<file path="config.mk">
export PLATFORM = sky130hd
export DESIGN_NAME = johnson_seq_checker_decode
export DESIGN_NICKNAME = d
export VERILOG_FILES = /design/src/rtl/johnson_seq_checker_pkg.sv /design/src/rtl/johnson_seq_checker_decode.sv
export SDC_FILE = /design/constraint.sdc
export NUM_CORES = 1
export LEC_CHECK = 0
export CAP_MARGIN = 20
export CORE_AREA = 2 2 39 41
export DETAILED_ROUTE_END_ITERATION = 10
export DIE_AREA = 0 0 41 43
export DONT_BUFFER_PORTS = 1
export GPL_TIMING_DRIVEN = 0
export SYNTH_ARGS = -nofsm -noshare
export SYNTH_HDL_FRONTEND = slang
export SYNTH_SLANG_ARGS = --single-unit
export TNS_END_PERCENT = 100
</file>
<file path="constraint.sdc">
create_clock -name vclk -period 1.8
set_input_delay 0.54 -clock vclk [all_inputs]
set_output_delay 0.54 -clock vclk [all_outputs]
set_load 0.01 [all_outputs]
</file>
<file path="src/rtl/johnson_seq_checker_pkg.sv">
// Shared constants and types for the twisted-ring sequence checker.
// Holds the legal code table, the FSM state encoding and the decode result layout.
package johnson_seq_checker_pkg;

    localparam int SEQ_LEN   = 8;
    localparam int CODE_W    = 4;
    localparam int IDX_W     = 3;
    localparam int ERR_CNT_W = 8;

    localparam logic [ERR_CNT_W-1:0] ERR_CNT_MAX = {ERR_CNT_W{1'b1}};

    // Position i in the counter's cycle carries SEQ_CODE[i].
    localparam logic [CODE_W-1:0] SEQ_CODE [0:SEQ_LEN-1] = '{
        4'b0000, 4'b0001, 4'b0011, 4'b0111,
        4'b1111, 4'b1110, 4'b1100, 4'b1000
    };

    typedef enum logic [1:0] {
        HUNT    = 2'd0,
        LOCKING = 2'd1,
        LOCKED  = 2'd2
    } state_t;

    typedef struct packed {
        logic             legal;
        logic [IDX_W-1:0] idx;
    } dec_t;

endpackage

</file>
<file path="src/rtl/johnson_seq_checker_decode.sv">
// Combinational code-to-position decoder for the twisted-ring sequence.
// Illegal codes report legal=0 with idx=0.
module johnson_seq_checker_decode
    import johnson_seq_checker_pkg::*;
(
    input  logic [CODE_W-1:0] code,
    output dec_t              dec
);

    always_comb begin
        dec = '0;
        for (int i = 0; i < SEQ_LEN; i++) begin
            if (code == SEQ_CODE[i]) begin
                dec.legal = 1'b1;
                dec.idx   = IDX_W'(i);
            end
        end
    end

endmodule

</file>
# After elaboration in Yosys (flattened, before gate mapping)
# Cells that the tools add are included.
# Widths: inputs -> output; s select.
[totals]
ff_bits = 0
inputBits = 4
output_inout_bits = 4
elab_cells = 16
[classes]
eq_ne = 7
mux = 8
n_reduce_logical = 1
[ops]
columns = ["cell", "count"]
rows = [
  ["$mux 4", 8],
  ["$eq 4x4->1 const B", 4],
  ["$eq 4x1->1 const B", 1],
  ["$eq 4x2->1 const B", 1],
  ["$eq 4x3->1 const B", 1],
  ["$logic_not 4->1", 1],
]

# Longest topological paths before layout
[logic_depth]
word_depth = 9
mapped_depth = 2
mapped_depth_nobuf = 2

# Least setup slack after synthesis
# No wires, ideal clock.
[synth_timing]
path_kind = "input to output"
from = "in code[3]"
to = "out dec[3] in the netlist's numbering"
arrival_time_ps = 1048
path_slack_ps = 212
cell_stages = 2
cell_sequence = "mux2_1 mux2i_1"
[synth_rtl]
columns = ["element", "line_no", "source"]
rows = [
  ["from (decl)", "johnson_seq_checker_decode.sv:6", "input logic [CODE_W-1:0] code,"],
  ["to (decl)", "johnson_seq_checker_decode.sv:7", "output dec_t dec"],
]

==> flow_summary_export.csv <==
group,metric,value,unit
cells_and_area,fillCellCount,158,
logic_synthesis,synth_top_family_by_area,"multiplexers",
cells_and_area,clockBufferCount,0,
worst_setup_path,arrival,1100,ps
worst_setup_path,cp.required,1260,ps
cells_and_area,syn_to_final_growth,23.2,%
routing,wl,185,µm
worst_hold_path,min_path_cells,1,
grt,grt_max_degree,6,
cells_and_area,nets,17,
routing,vias,85,
logic_synthesis,synth_top_cell_by_area,"mux2i_1",
grt,grt_pass1_vias,62,
clocking,cts_setup_buffers,0,
clocking,cts_resized,0,
cells_and_area,diodes,0,
grt,grt_overflow,0,
grt,track_usage,1.40,%
sta,min_period,1640,ps
sta,setup_tns,0,ps
floorplan,initial_core_util,6.24,%
routing,ant_nets,0,
sta,relSlewSlack,78.3,%
worst_setup_path,startpoint_type,"input port",
worst_setup_path,cpPeakStageDelay,290,ps
routing,drt_iter0_drc,1,
cells_and_area,drive_above_1_share,0,%
worst_setup_path,path_cells,"mux2_1 -> mux2i_1",
grt,grt_antenna_before_repair,0,
floorplan,die-area,1760,µm²
logic_synthesis,synthMuxAreaShare,47.8,%
job,cap_violations,0,
cells_and_area,seqCellArea,0,µm²
worst_setup_path,crit_start,"code[3]",
clocking,holdBufCountCts,0,
cells_and_area,seq_cell_count,0,
placed_design,gp_congestion,0.423,
floorplan,die_h,43,µm
worst_setup_path,end_kind,"primary output",
logic_synthesis,avgSynthCellArea,7.85,µm²
worst_hold_path,min_path_type,"input port to primary output",
logic_synthesis,yosys_warnings,0,
floorplan,ioPinCount,8,
sta,max_freq,611,MHz
routing,routedWlPerCell,6.85,µm
outcome,status,"completed",
logic_synthesis,synth_area,86.3,µm²
worst_setup_path,critPathMaxFanout,5,
worst_setup_path,cp_top_family,"multiplexers",
worst_setup_path,timing.critical_path.slowest_stage_cell,"mux2_1",
logic_synthesis,synth.area.top_cells,"mux2i_1 (35%), mux2_1 (13%), xor2_1 (10%)",
floorplan,die_w,41,µm
sta,rsz0062_at_grt,"no",
cells_and_area,fin_util,7.69,%
worst_setup_path,critical_path_class,"input port to primary output",
routing,drc,0,
sta,finalHoldViolations,0,
logic_synthesis,synth-simple-area-share,27.5,%
worst_setup_path,crit_buf_inv,0,
logic_synthesis,synth.distinct_cells,9,
placed_design,numPortBuffers,0,
logic_synthesis,yosys.area.top_type_share,34.8,%
worst_hold_path,hp-start,"code[1]",
logic_synthesis,yosysSeqAreaShare,0,%
power,peakVddDrop,13.3,µV
logic_synthesis,synth_xor_area_share,10.1,%
logic_synthesis,synthAdderAreaFrac,0,%
routing,dr.pass1.iters,2,
worst_hold_path,hold_path_end,"dec[1]",
floorplan,rows,14,
logic_synthesis,synthCells,11,
power,leakage,0.0406,nW
floorplan,coreArea,1380,µm²
sta,worst_slew_pin_slew,316,ps
grt,grt_pass1_wl,172,µm
sta,setup_viol,0,
routing,viasPerCell,3.15,
sta,fin_crit_sh,90.9,%
logic_synthesis,synth.net_count,15,
sta,drv_slew,0,
cells_and_area,multi_input_area,86.3,µm²
power,power_per_cell_area,172,nW/µm²
logic_synthesis,synth_compound_area_share,14.5,%
cell usage after synthesis, drive strengths merged:
cell type / count
mux2i: 3
a21boi: 1
a21oi: 1
mux2: 1
nand2: 1
nand2b: 1
or2: 1
or2b: 1
xor2: 1
cells in the final DEF, fill, tap and decap left out:
cell,n
a21boi_1,1
a21oi_1,1
mux2_1,1
mux2i_1,3
nand2_1,1
nand2b_1,1
or2_1,1
or2b_1,1
xor2_1,1
logic make-up after synthesis:
family | Yosys count
muxes | 4
xor gates and xnor gates | 1
AOI/OAI and AO/OA | 2
and+or+nand+nor | 4
how the worst max path moves through the flow:
stage | end | slack [ps] | cells after the start
global route | dec[3] | 100 | 2
finish | dec[3] | 160 | 2
floorplan | dec[3] | 210 | 2
detailed placement | dec[3] | 130 | 2
global placement | dec[3] | 130 | 2
CTS | dec[3] | 130 | 2
report_power, final:
group / leakage [nW] / switching (mW) / internal (mW)
Clock: 0 / 0 / 0
Combinational: 0.0406 / 0.00935 / 0.00891
Sequential: 0 / 0 / 0
Total: 0.0406 / 0.00935 / 0.00891
through the flow:
step           setup WS (ps)  instance area (µm²)  cells  power (mW)  hold WS, ps
6_report                 163                  106     27      0.0183         1180
5_1_grt                  101                  106     27      0.0208         1190
4_1_cts                  130                  106     27      0.0188         1180
3_5_place_dp             130                  106     27      0.0188         1180
3_3_place_gp             133                  106     27      0.0185         1180
2_1_floorplan            212                 86.3     11      0.0168         1170
final cells by class:
type                            instances  area share (%)
Multi-Input combinational cell         11            81.2
Tap cell                               16            18.8
routing by layer:
layer	GRT usage [%]	share of wire (%)
met3	2.09	27
met5	0	0
met2	3.13	42
met1	0	31
met4	0	0
Power figures use the tool's default switching activity.
